[src/rtl/pulse_to_level_pkg.sv]
// Shared types and constants for the strobe-to-level stretcher.
// Holds the FSM state encoding and the counter-width helpers.
package pulse_to_level_pkg;

  typedef enum logic [1:0] {
    ST_IDLE = 2'd0,
    ST_HOLD = 2'd1,
    ST_GAP  = 2'd2
  } state_e;

  function automatic int clog2(input int v);
    int r;
    int x;
    r = 0;
    x = v - 1;
    while (x > 0) begin
      r = r + 1;
      x = x >> 1;
    end
    return r;
  endfunction

  function automatic int cnt_width(input int h, input int g);
    int m;
    m = (h > g) ? h : g;
    return clog2(m) + 1;
  endfunction

endpackage

[src/rtl/pulse_to_level.sv]
// Stretches one-cycle strobes into HOLD_CYCLES-long levels with a GAP_CYCLES low gap.
// Ports: i_clk, i_rst_n (sync, active-low), i_pulse in; o_level, o_busy, o_done, o_overrun out.
module pulse_to_level
  import pulse_to_level_pkg::*;
#(
  parameter int unsigned HOLD_CYCLES = 4,
  parameter int unsigned GAP_CYCLES  = 2,
  parameter bit          RETRIGGER   = 1'b0
) (
  input  logic i_clk,
  input  logic i_rst_n,
  input  logic i_pulse,
  output logic o_level,
  output logic o_busy,
  output logic o_done,
  output logic o_overrun
);

  localparam int CW = cnt_width(HOLD_CYCLES, GAP_CYCLES);
  localparam logic [CW-1:0] HOLD_LD = CW'(HOLD_CYCLES - 1);
  localparam logic [CW-1:0] GAP_LD  = CW'(GAP_CYCLES - 1);
  localparam logic [CW-1:0] ONE     = CW'(1);

  if (HOLD_CYCLES < 1 || HOLD_CYCLES > 65535) begin : g_bad_hold
    $error("HOLD_CYCLES out of range 1..65535");
  end
  if (GAP_CYCLES < 1 || GAP_CYCLES > 65535) begin : g_bad_gap
    $error("GAP_CYCLES out of range 1..65535");
  end

  state_e        state_q, state_d;
  logic [CW-1:0] cnt_q, cnt_d;
  logic          pend_q, pend_d;
  logic          level_q, level_d;
  logic          busy_q, busy_d;
  logic          done_q, done_d;
  logic          ovr_q, ovr_d;
  logic          drop;

  always_comb begin
    state_d = state_q;
    cnt_d   = cnt_q;
    pend_d  = pend_q;
    drop    = 1'b0;
    unique case (state_q)
      ST_IDLE: begin
        if (i_pulse) begin
          state_d = ST_HOLD;
          cnt_d   = HOLD_LD;
        end
      end
      ST_HOLD: begin
        cnt_d = cnt_q - ONE;
        // A retrigger reload wins over the end-of-hold check.
        if (i_pulse && RETRIGGER) begin
          cnt_d = HOLD_LD;
        end else begin
          if (i_pulse) begin
            if (pend_q) drop = 1'b1;
            else        pend_d = 1'b1;
          end
          if (cnt_q == '0) begin
            state_d = ST_GAP;
            cnt_d   = GAP_LD;
          end
        end
      end
      ST_GAP: begin
        cnt_d = cnt_q - ONE;
        if (i_pulse) begin
          if (pend_q) drop = 1'b1;
          else        pend_d = 1'b1;
        end
        if (cnt_q == '0) begin
          // pend_d folds in a pulse arriving on this last gap cycle.
          if (pend_d) begin
            state_d = ST_HOLD;
            cnt_d   = HOLD_LD;
            pend_d  = 1'b0;
          end else begin
            state_d = ST_IDLE;
            cnt_d   = '0;
          end
        end
      end
      default: begin
        state_d = ST_IDLE;
        cnt_d   = '0;
        pend_d  = 1'b0;
      end
    endcase
  end

  always_comb begin
    level_d = (state_d == ST_HOLD);
    busy_d  = (state_d != ST_IDLE);
    done_d  = (state_q == ST_HOLD) && (state_d == ST_GAP);
    ovr_d   = drop;
  end

  always_ff @(posedge i_clk) begin
    if (!i_rst_n) begin
      state_q <= ST_IDLE;
      cnt_q   <= '0;
      pend_q  <= 1'b0;
      level_q <= 1'b0;
      busy_q  <= 1'b0;
      done_q  <= 1'b0;
      ovr_q   <= 1'b0;
    end else begin
      state_q <= state_d;
      cnt_q   <= cnt_d;
      pend_q  <= pend_d;
      level_q <= level_d;
      busy_q  <= busy_d;
      done_q  <= done_d;
      ovr_q   <= ovr_d;
    end
  end

  assign o_level   = level_q;
  assign o_busy    = busy_q;
  assign o_done    = done_q;
  assign o_overrun = ovr_q;

endmodule

[config.mk]
export PLATFORM = sky130hd
export DESIGN_NAME = pulse_to_level
export DESIGN_NICKNAME = d
export VERILOG_FILES = /design/src/rtl/pulse_to_level_pkg.sv /design/src/rtl/pulse_to_level.sv
export SDC_FILE = /design/constraint.sdc
export NUM_CORES = 1
export LEC_CHECK = 0
export CAP_MARGIN = 10
export CORE_UTILIZATION = 38
export CTS_BUF_LIST = sky130_fd_sc_hd__clkbuf_8
export CTS_CLUSTER_SIZE = 28
export DETAILED_ROUTE_END_ITERATION = 12
export PLACE_DENSITY = 0.6
export SLEW_MARGIN = 20
export SYNTH_ARGS = -nofsm -noshare
export SYNTH_HDL_FRONTEND = slang
export SYNTH_SLANG_ARGS = --single-unit
[constraint.sdc]
create_clock -name i_clk -period 1.4 [get_ports i_clk]
set_input_delay 0.28 -clock i_clk [delete_from_list [all_inputs] [get_ports i_clk]]
set_output_delay 0.28 -clock i_clk [all_outputs]
set_load 0.05 [all_outputs]
---- Yosys cells after proc, flatten, opt, wreduce, memory -nomap -nowiden ----
Cells that the tools add are included.
Widths: inputs -> output; s select.
cells by class
  add/sub/neg operators ................... 1
  equality and inequality tests ........... 5
  multiplexer cells ....................... 15
  reductions and logical operators ........ 6
operators by type and width
  operator             count
  $mux 3               3
  $pmux 3 s3           1
  $mux 2               4
  $pmux 2 s3           1
  $mux 1               5
  $eq 2x1->1 const B   2
  $eq 2x2->1 const B   2
  $logic_not 3->1      1
  $pmux 1 s3           1
  $reduce_and 3->1     1
  $sub 3x1->3 const B  1
  $logic_not 2->1      1
  $ne 2x2->1 const B   1
  $reduce_bool 2->1    1
  $reduce_or 2->1      1
  $logic_and 1x1->1    1
word-level totals
  register bits after elaboration ......... 10
  bits of input ports ..................... 3
  output and inout bits ................... 4
  logic and storage cells ................. 34

---- Depth between registers and ports, before layout ----
Gate-level depths: netlist (run 1).
  depth after elaboration ................. 7
  gate-level depth with buffers ........... 6
  depth with buffers taken out ............ 6

---- Least setup slack after synthesis (run 1) ----
OpenSTA, ideal clock, no wires.
  path type ............................... reg2reg
  from .................................... register state_q[1]
  to ...................................... register busy_q, in the netlist o_busy
  setup time .............................. 0.120 ns
  arrival ................................. 1.324 ns
  required time ........................... 1.280 ns
  path slack .............................. -0.044 ns
  stages on the path, launching flop included .. 7
  buffers on the path ..................... 0
  period minus slack after synthesis ...... 1.444 ns
  cells stage by stage .................... dfxtp_1 -> inv_1 -> ha_1 -> and3b_2 -> o21ai_0 -> a21oi_1 -> or2_1
between the ends
  longest elaborated chain between the ends .. 3
  elaborated cells between the ends (all ways) .. 8
  classes of those cells .................. 2 x eq/ne; 4 x mux; 2 x reduce/logical
RTL lines
  what                                line                   text
  start, declared                     pulse_to_level.sv:31   state_e state_q, state_d;
  start signal, assigned              pulse_to_level.sv:111  state_q <= state_d;
  $eq 2x2->1 (tied with other cells)  pulse_to_level.sv:45   unique case (state_q)
  $pmux 2 s3 (*)                      pulse_to_level.sv:45
  $reduce_bool 2->1 (*)               pulse_to_level.sv:96   busy_d = (state_d != ST_IDLE);
  end signal, assigned                pulse_to_level.sv:115  busy_q <= busy_d;
  end, declared                       pulse_to_level.sv:35   logic busy_q, busy_d;
Every way passes the cells marked *; elsewhere a longest branch is shown, timed or not.
A chain may end at the register's enable or synchronous reset.

---- Worst setup path after layout (run 1) ----
  from .................................... register cnt_q[1]
  to ...................................... register busy_q, in the netlist o_busy
between the ends
  longest elaborated chain between the ends .. 4
  elaborated cells between the ends (all ways) .. 5
  classes of those cells .................. 3 x mux; 2 x reduce/logical
RTL lines
  what                       line                                        text
  start, declared            pulse_to_level.sv:32                        logic [CW-1:0] cnt_q, cnt_d;
  start signal, assigned     pulse_to_level.sv:112                       cnt_q <= cnt_d;
  $logic_not 3->1 (*)        pulse_to_level.sv:62, pulse_to_level.sv:74
  $mux 2 (on tied branches)  pulse_to_level.sv:74, pulse_to_level.sv:62
  $pmux 2 s3 (*)             pulse_to_level.sv:45
  $reduce_bool 2->1 (*)      pulse_to_level.sv:96
Marks and branches as above.

==> flow_summary.json, run 1 <==
{
  "die_y_um": 40.67,
  "tightest_slew_ps": 292.1,
  "synth_seq_cells": 10,
  "synth-xor-area-share_pct": 0,
  "final-hold-violation-count": 0,
  "grt-ovfl-total": 0,
  "cp_cell_sequence": "inv_2 > ha_4 > and2b_4 > o21ai_0 > o21ai_2 > or2_1",
  "synth_top_family_by_area": "compound AO/OA/AOI/OAI gates",
  "grt_pass1_wl_um": 2339,
  "cts.sinks": 10,
  "grt_pass1_vias": 484,
  "synth_compound_area_share_pct": 24.89,
  "power_density_mw_per_mm2": 2022,
  "grt_antenna_before_repair": 0,
  "area_delta_synth_final_pct": 85.24,
  "drv_cap": 0,
  "totalWireLength_um": 1827,
  "cpPeakStageDelay_ps": 340,
  "fin_crit_sh_pct": 106.0,
  "clk-insertion-delay-late_ps": 230,
  "clockBufferDepth": 2,
  "fin_ws_ps": -84.47,
  "p_clk_share_pct": 14.1,
  "wl_per_cell_um": 16.17,
  "crit_fanout": 4,
  "ios": 7,
  "synth_cell_types": 27,
  "crit_path_end_kind": "register",
  "fin_nets": 109,
  "die_x_um": 40.67,
  "drv_slew": 0,
  "drive_gt1_share_pct": 65.31,
  "p_comb_share_pct": 63.6,
  "cts_made_buffers": 3,
  "clk_pin_slew_ps": 50,
  "synthMuxAreaShare_pct": 0,
  "num_vias": 599,
  "critPathBufInv": 1,
  "gp_congestion": 0.8455,
  "clockRootBuffer": "clkbuf_8",
  "ant_nets": 0,
  "design.die.area_mm2": 0.001654,
  "htreeDepth": 1,
  "cts_tree": "yes",
  "fin_area_mm2": 0.001052,
  "placed_area_um2": 847.1,
  "synth.avg_cell_area_um2": 8.876,
  "crit_type": "register to register",
  "rows": 13,
  "ctsHoldBuffers": 0,
  "diodes": 0,
  "leakagePower_uw": 0.0004361,
  "yosys.area_share.simple_pct": 22.47,
  "route.detailed.drc": 0,
  "slowest_stage": "dfxtp_2",
  "status": "finished with violations",
  "max_slew_margin_pct": 80.32,
  "min_period_ps": 1484,
  "synth-adder-area-share_pct": 13.22,
  "required_ps": 1520,
  "dr.pass1.iters": 4,
  "violations": "setup timing",
  "grt_max_degree": 7,
  "hp-class": "register to register",
  "p_seq_share_pct": 22.3,
  "power_switching_uw": 841.1,
  "crit_arrival_ps": 1610,
  "grt_setup_unrepaired": "yes",
  "clock_skew_ps": 2.149,
  "grt_usage_pct": 22.29,
  "synth.net_count": 73,
  "utilization_pct": 77.94,
  "clock.fmax_mhz": 673.6,
  "crit_family": "simple AND/OR/NAND/NOR gates",
  "dp_hpwl_um": 1041,
  "yosys_warnings": 0,
  "p_int_uw": 1286,
  "worst_setup_path_start_kind": "register",
  "swShare_pct": 39.53,
  "netlist_area_um2": 568.0,
  "setup_viol": 2,
  "vias_per_cell": 5.301,
  "core-area_mm2": 0.001350,
  "numPortBuffers": 6,
  "drt_iter0_drc": 19,
  "irDropWorstVdd_uv": 1242,
  "seq_area_frac_synth_pct": 35.24,
  "synth_cells": 64,
  "start_util_pct": 42.08
}
## Yosys cell counts
master / instances / area share [%]
nor2_4: 1 / 2.0
o211a_1: 1 / 1.8
nand2_1: 3 / 2.0
a21boi_0: 1 / 1.3
o21ai_1: 1 / 0.88
and3b_2: 1 / 1.8
o2111ai_1: 1 / 1.5
o211ai_1: 3 / 4.0
nor2b_1: 3 / 3.3
or4_1: 1 / 1.3
or2_1: 1 / 1.1
a21boi_1: 1 / 1.3
buf_2: 1 / 0.88
dfxtp_1: 10 / 35
nand3b_1: 1 / 1.3
o21bai_1: 1 / 1.3
nor4_1: 2 / 2.2
inv_1: 5 / 3.3
o21ai_0: 8 / 7.0
o2bb2ai_1: 1 / 1.5
and2b_4: 1 / 1.8
nand2b_2: 1 / 1.5
ha_1: 6 / 13
and4_1: 1 / 1.5
a21o_2: 1 / 1.5
nor2_1: 4 / 2.6
a21oi_1: 3 / 2.6
## final cells by class
type                    count  area (um2)
multi-input cells          48       462.9
flip-flops and latches     10       210.2
repair buffers             32       297.8
inverters                   5       21.27
fillers                    96       297.8
clock buffers               3       41.29
well taps                  15       18.77
## final timing paths
kind            start   endpoint  slack, ps  cells past startpoint
min reg2reg    pend_q  o_overrun        570                      1
max reg2reg  cnt_q[1]     o_busy        -80                      6
max          cnt_q[1]     o_busy        -80                      6
min            pend_q  o_overrun        570                      1
## metrics by stage
stage | std cells | worst slack, ps | power, uW | TNS, ps | hold WS, ps
3_5_place_dp | 105 | -203.3 | 1461 | -1161 | 522.4
6_report | 113 | -84.47 | 2128 | -122.0 | 571.0
4_1_cts | 109 | -7.126 | 1910 | -7.126 | 547.3
2_1_floorplan | 64 | -0.9605 | 950.6 | -0.9605 | 422.2
3_3_place_gp | 105 | -186.9 | 1447 | -1041 | 513.7
5_1_grt | 113 | -128.6 | 2240 | -399.3 | 586.2
## cells by family (layout without fill, tap and decap cells)
kind of cell | count (synthesis) | after routing
compound gates | 22 | 22
fa+ha+maj | 6 | 6
buf+inv | 6 | 40
flops | 10 | 10
simple gates | 20 | 20
## power by group through the flow
stage                     Sequential (uW)  Clock, uW  Combinational (uW)
final                                 474        301                1350
after detailed placement              432          0                1030
after global placement                430          0                1020
after floorplan                       520          0                 431
after CTS                             454        299                1160
after global routing                  481        314                1440
## sequential cells by signal (all words and copies together) (netlist names)
register	cells
cnt_q	3
o_done	1
o_busy	1
state_q	2
pend_q	1
o_level	1
o_overrun	1
## cell usage in the layout, fill, tap and decap left out
master / count
buf_4: 26
o21ai_0: 7
dfxtp_1: 6
nor2_1: 4
ha_4: 4
buf_12: 4
inv_2: 3
nand2_1: 3
o211ai_1: 3
a21oi_2: 3
clkbuf_8: 3
nor4_2: 2
nor2b_2: 2
o21ai_2: 2
dfxtp_2: 2
dfxtp_4: 2
inv_4: 1
nand2b_4: 1
o21bai_4: 1
and2b_4: 1
nor2_4: 1
or4_4: 1
a21boi_2: 1
o2bb2ai_2: 1
inv_1: 1
and3b_2: 1
a21boi_0: 1
nor2b_1: 1
a21o_2: 1
o211a_1: 1
or2_1: 1
and4_1: 1
nand3b_1: 1
o2111ai_1: 1
ha_2: 1
ha_1: 1
dlymetal6s2s_1: 1
clkdlybuf4s50_1: 1
## routing by layer
metal  track usage (%)  part of all wire [%]  vias to the layer above
li1                  -                     -                      297
met1             31.58                    49                      287
met2             31.75                    48                       13
met3             4.891                   2.0                        2
met4             10.00                  0.60                        0
met5                 0                     0                        -
## timing repair
item                       4_1_cts  5_1_grt
pin swaps                        2        6
setup endpoints to repair        4        7
resized for setup               18       14
setup buffers                    1        4
Power figures use the tool's default switching activity.
==> inputs of run 2 (changes only) <==
--- a/config.mk
+++ b/config.mk
@@ -6,11 +6,12 @@
 export NUM_CORES = 1
 export LEC_CHECK = 0
 export CAP_MARGIN = 10
-export CORE_UTILIZATION = 38
+export CORE_AREA = 2 2 39 41
 export CTS_BUF_LIST = sky130_fd_sc_hd__clkbuf_8
 export CTS_CLUSTER_SIZE = 28
 export DETAILED_ROUTE_END_ITERATION = 12
-export PLACE_DENSITY = 0.6
+export DIE_AREA = 0 0 41 43
+export PLACE_DENSITY = 0.66
 export SLEW_MARGIN = 20
 export SYNTH_ARGS = -nofsm -noshare
 export SYNTH_HDL_FRONTEND = slang
==> run 2 against run 1 <==
  * The run still ends with setup timing left
  * Cell area increased by 3.4%
  * Clock power up 21%
  * Sequential power hardly changed
  * Flip-flop and latch count is the same
  * Clock skew shrank 1.4 ps
  * Register-to-register slack gained 60 ps
  * Setup slack improved by 58 ps
  * First-iteration DRC count fell by 26%
  * Die area increased by 6.6%
  * Routed wire length grew 4.5%
  * Count of clock-buffer cells in the layout is 1 higher
  * Cell count up 1.8%
  * Critical path type unchanged
  * Largest cell class unchanged
  * Largest power group unchanged
==> flow_summary.json, run 2 (synthesized netlist as in run 1, its figures left out) <==
{
  "utilization_pct": 78.66,
  "grt_usage_pct": 24.07,
  "clock.fmax_mhz": 700.9,
  "placed_area_um2": 848.3,
  "htreeDepth": 1,
  "grt-ovfl-total": 0,
  "wl_per_cell_um": 16.60,
  "crit_arrival_ps": 1600,
  "diodes": 0,
  "clockRootBuffer": "clkbuf_8",
  "largestRegisters": "cnt_q: 3 flops, state_q: 2 flops",
  "numPortBuffers": 6,
  "top_usage_layer": "met2",
  "multi_input_area_um2": 474.2,
  "use_met1_pct": 27.60,
  "dp_hpwl_um": 988.9,
  "grt_antenna_before_repair": 0,
  "fin_crit_sh_pct": 101.9,
  "crit_path_end_kind": "register",
  "largest-register": "cnt_q",
  "rows": 14,
  "ctsHoldBuffers": 0,
  "cts.sinks": 10,
  "cts_made_buffers": 3,
  "final_common_cell": "buf_4",
  "cts_tree": "yes",
  "fillers": 77,
  "violations": "setup timing",
  "fin_nets": 109,
  "grt_setup_unrepaired": "yes",
  "clk-insertion-delay-late_ps": 230,
  "die_y_um": 43,
  "design.die.area_mm2": 0.001763,
  "start_util_pct": 41.05,
  "ant_nets": 0,
  "setup_viol": 2,
  "grt_max_degree": 7,
  "regArea_um2": 210.2,
  "p_total_uw": 2244,
  "fin_ws_ps": -26.75,
  "totalWireLength_um": 1909,
  "final_cell_mix": "buf_4 (24), dfxtp_1 (6), o21ai_0 (5), ha_4 (5)",
  "dr.pass1.iters": 4,
  "gp_congestion": 0.8385,
  "drive_gt1_share_pct": 61.62,
  "clock_skew_ps": 0.7594,
  "vias_per_cell": 5.548,
  "clk_pin_slew_ps": 50,
  "crit_type": "register to register",
  "final-hold-violation-count": 0,
  "die_x_um": 41,
  "max_slew_margin_pct": 80.87,
  "largest_reg_flops": 3,
  "tightest_slew_ps": 283.9,
  "route.detailed.drc": 0,
  "grt_pass1_wl_um": 2780,
  "leakagePower_uw": 0.0004584,
  "holdWs_ps": 552.2,
  "worst_setup_path_start_kind": "register",
  "area_delta_synth_final_pct": 91.63,
  "met2_usage_pct": 37.81,
  "min_period_ps": 1427,
  "status": "finished with violations",
  "num_vias": 638,
  "setup_tns_ps": -34.84,
  "crit_fanout": 4,
  "drv_slew": 0,
  "core-area_mm2": 0.001384,
  "grt_pass1_vias": 612,
  "use_met3_pct": 6.283,
  "hp-class": "register to register",
  "fin_area_mm2": 0.001089,
  "required_ps": 1580,
  "irDropWorstVdd_uv": 1221,
  "drt_iter0_drc": 14,
  "drv_cap": 0,
  "ios": 7,
  "power_density_mw_per_mm2": 2062,
  "clockBufferDepth": 2
}
[run 2: cell types whose count changed in the layout (fill, tap and decap cells not counted), moves of 2 or more]
cell      before  now
a21boi_1       0    2
a21oi_1        0    2
a21oi_2        3    1
buf_4         26   24
buf_6          0    2
nor2b_2        2    0
nor2b_4        0    2
nor4_2         2    0
o21ai_0        7    5
[run 2: report_power, final]
| group | leakage, uW | internal (uW) | total, uW | switching, uW |
|---|---|---|---|---|
| clock network | 0.0000288 | 248 | 364 | 117 |
| logic | 0.000346 | 749 | 1400 | 656 |
| registers | 0.0000840 | 378 | 476 | 97.7 |
| total | 0.000458 | 1370 | 2240 | 870 |
[run 2: final cells by class]
type                    instances  area share (%)
clock buffers                   4           5.057
inverters                       5           2.184
multi-input cells              48           43.56
flip-flops and latches         10           19.31
well taps                      16           1.839
repair buffers                 32           28.05
[run 2: what timing repair did]
item                                    CTS  global route
pin swaps                                 2            10
endpoints found under the setup margin    6             5
buffers inserted                          1             4
gates cloned                              0             0
resized for setup                        20            19
[run 2: metrics by stage]
stage	setup slack, ps	cells
6_report	-26.75	115
5_1_grt	-63.74	115
4_1_cts	-5.287	111
3_5_place_dp	-206.5	106
3_3_place_gp	-190.3	106
2_1_floorplan	-0.9605	64
[run 2: worst paths after layout]
check	start	end	slack, ps	depth (start not counted)
worst min register to register	pend_q	o_overrun	550	1
worst max-delay path	cnt_q[0]	o_level	-30	6
worst max register to register	cnt_q[0]	o_level	-30	6
worst min-delay path	pend_q	o_overrun	550	1
[run 2: layer usage]
layer  part of all wire [%]  wire [um]  up-vias
met2                     49        939       27
met4                    1.4         27        0
li1                       -          -      299
met1                     46        875      308
met5                      0          0        -
met3                    3.5         66        4
[run 2: critical path, cell delays in order (launching register included)]
cell and delay (ps):
dfxtp_2 340, inv_2 50, ha_4 170, and2b_4 200, buf_4 140, o21ai_0 250
o211a_1 210
==> inputs of run 3 (changes only) <==
--- a/config.mk
+++ b/config.mk
@@ -11,6 +11,7 @@
 export CTS_CLUSTER_SIZE = 28
 export DETAILED_ROUTE_END_ITERATION = 12
 export DIE_AREA = 0 0 41 43
+export GPL_TIMING_DRIVEN = 0
 export PLACE_DENSITY = 0.66
 export SLEW_MARGIN = 20
 export SYNTH_ARGS = -nofsm -noshare
==> run 3 against run 2 <==
  * Maximum frequency decreased by 0.12%
  * Routed wire length decreased by 21%
  * Sequential power decreased by 3%
  * The run still ends with setup timing left
  * Largest cell class unchanged
  * Via count decreased by 13%
  * Utilization decreased by 14 points
  * Non-clock buffer count decreased by 17
==> flow_summary.json, run 3 (synthesized netlist as in run 1, its figures left out) <==
{
  "regArea_um2": 210.2,
  "grt_antenna_before_repair": 0,
  "drv_cap": 0,
  "diodes": 0,
  "fillers": 110,
  "status": "finished with violations",
  "gp_congestion": 0.7742,
  "max_slew_margin_pct": 67.90,
  "fin_ws_ps": -28.43,
  "drt_iter0_drc": 17,
  "area_delta_synth_final_pct": 58.37,
  "route.detailed.drc": 0,
  "setup_viol": 2,
  "final_cell_mix": "buf_4 (9), dfxtp_1 (6), o21ai_0 (5), ha_4 (5)",
  "fin_nets": 92,
  "dr.pass1.iters": 4,
  "rows": 14,
  "core-area_mm2": 0.001384,
  "grt-ovfl-total": 0,
  "wl_per_cell_um": 15.34,
  "crit_arrival_ps": 1600,
  "power_density_mw_per_mm2": 2077,
  "crit_fanout": 5,
  "largest_reg_flops": 3,
  "ios": 7,
  "grt_usage_pct": 18.59,
  "num_vias": 558,
  "crit_path_end_kind": "register",
  "largest-register": "cnt_q",
  "ant_nets": 0,
  "final_cells": 98,
  "clock.fmax_mhz": 700.1,
  "clockRootBuffer": "clkbuf_8",
  "drive_gt1_share_pct": 50.00,
  "totalWireLength_um": 1503,
  "drv_slew": 0,
  "fin_crit_sh_pct": 102.0,
  "cts_made_buffers": 3,
  "clk_pin_slew_ps": 50,
  "grt_setup_unrepaired": "yes",
  "tightest_slew_ps": 483.5,
  "clk-insertion-delay-late_ps": 240,
  "setup_tns_ps": -36.03,
  "numPortBuffers": 5,
  "htreeDepth": 1,
  "grt_max_degree": 11,
  "vias_per_cell": 5.694,
  "die_x_um": 41,
  "start_util_pct": 41.05,
  "dpl.cell_count": 85,
  "worst_setup_path_start_kind": "register",
  "final_common_cell": "buf_4",
  "violations": "setup timing",
  "grt_pass1_wl_um": 2228,
  "cts.sinks": 10,
  "grt_pass1_vias": 487,
  "largestRegisters": "cnt_q: 3 flops, state_q: 2 flops",
  "design.die.area_mm2": 0.001763,
  "final-hold-violation-count": 0,
  "ctsHoldBuffers": 0,
  "clockBufferDepth": 2,
  "required_ps": 1570,
  "cts_tree": "yes",
  "leakagePower_uw": 0.0003653,
  "min_period_ps": 1428,
  "clock_skew_ps": 1.413,
  "hp-class": "primary input to register",
  "die_y_um": 43,
  "multi_input_area_um2": 470.5,
  "irDropWorstVdd_uv": 1052,
  "crit_type": "register to register",
  "dp_hpwl_um": 823
}
run 3: cell types whose count changed in the layout (fill, tap and decap cells not counted), moves of 2 or more:
cell           delta
buf_4            -15
buf_12            -4
dlygate4sd2_1     +4
buf_6             -2
run 3: area by class of cell:
cell class	count	area share [%]
tap	16	2.225
buffer	1	0.5563
inverter	5	2.643
timing repair buffer	14	12.80
sequential	10	23.37
multi-input combinational	48	52.29
clock buffer	4	6.120
run 3: path summary, 6_finish.rpt:
kind,start,to,slack (ps),cells after the start
max,cnt_q[0],cnt_q[0],-30,6
min,i_rst_n,cnt_q[0],410,2
max reg2reg,cnt_q[0],cnt_q[0],-30,6
min reg2reg,cnt_q[2],cnt_q[2],540,2
run 3: worst max-delay path, stage by stage (launching register included):
cell	delay, ps
dfxtp_2	320
inv_2	80
ha_4	160
and2b_4	220
nor2_4	30
or4_1	410
a21boi_1	130
run 3: metal layers:
| metal | GRT usage [%] | wire (um) | vias to the layer above |
|---|---|---|---|
| li1 | - | - | 264 |
| met1 | 26.89 | 692 | 266 |
| met2 | 24.69 | 716 | 24 |
| met3 | 6.283 | 65 | 4 |
| met4 | 7.333 | 28 | 0 |
| met5 | 0 | 0 | - |
run 3: where the power goes:
group	internal (uW)	switching, uW	leakage, uW
Clock	249	130	0.0000288
Sequential	377	87.5	0.0000840
Combinational	471	555	0.000252
run 3: timing repair:
item | CTS | global route
gates resized for setup | 25 | 14
setup buffers | 2 | 7
gates cloned | 0 | 0
pin swaps | 1 | 5
endpoints found under the setup margin | 8 | 5
run 3: stage by stage:
stage | util (%) | setup slack (ps) | total power, uW | hold slack (ps) | cell area (um2)
finish | 65.01 | -28.43 | 1868 | 413.0 | 899.6
global route | 65.01 | -79.58 | 1966 | 433.3 | 899.6
CTS | 57.69 | -32.25 | 1649 | 441.4 | 798.3
detailed placement | 46.65 | -320.9 | 1119 | 517.4 | 645.6
global placement | 46.65 | -303.2 | 1107 | 501.7 | 645.6
floorplan | - | -0.9605 | 950.6 | 422.2 | 575.6
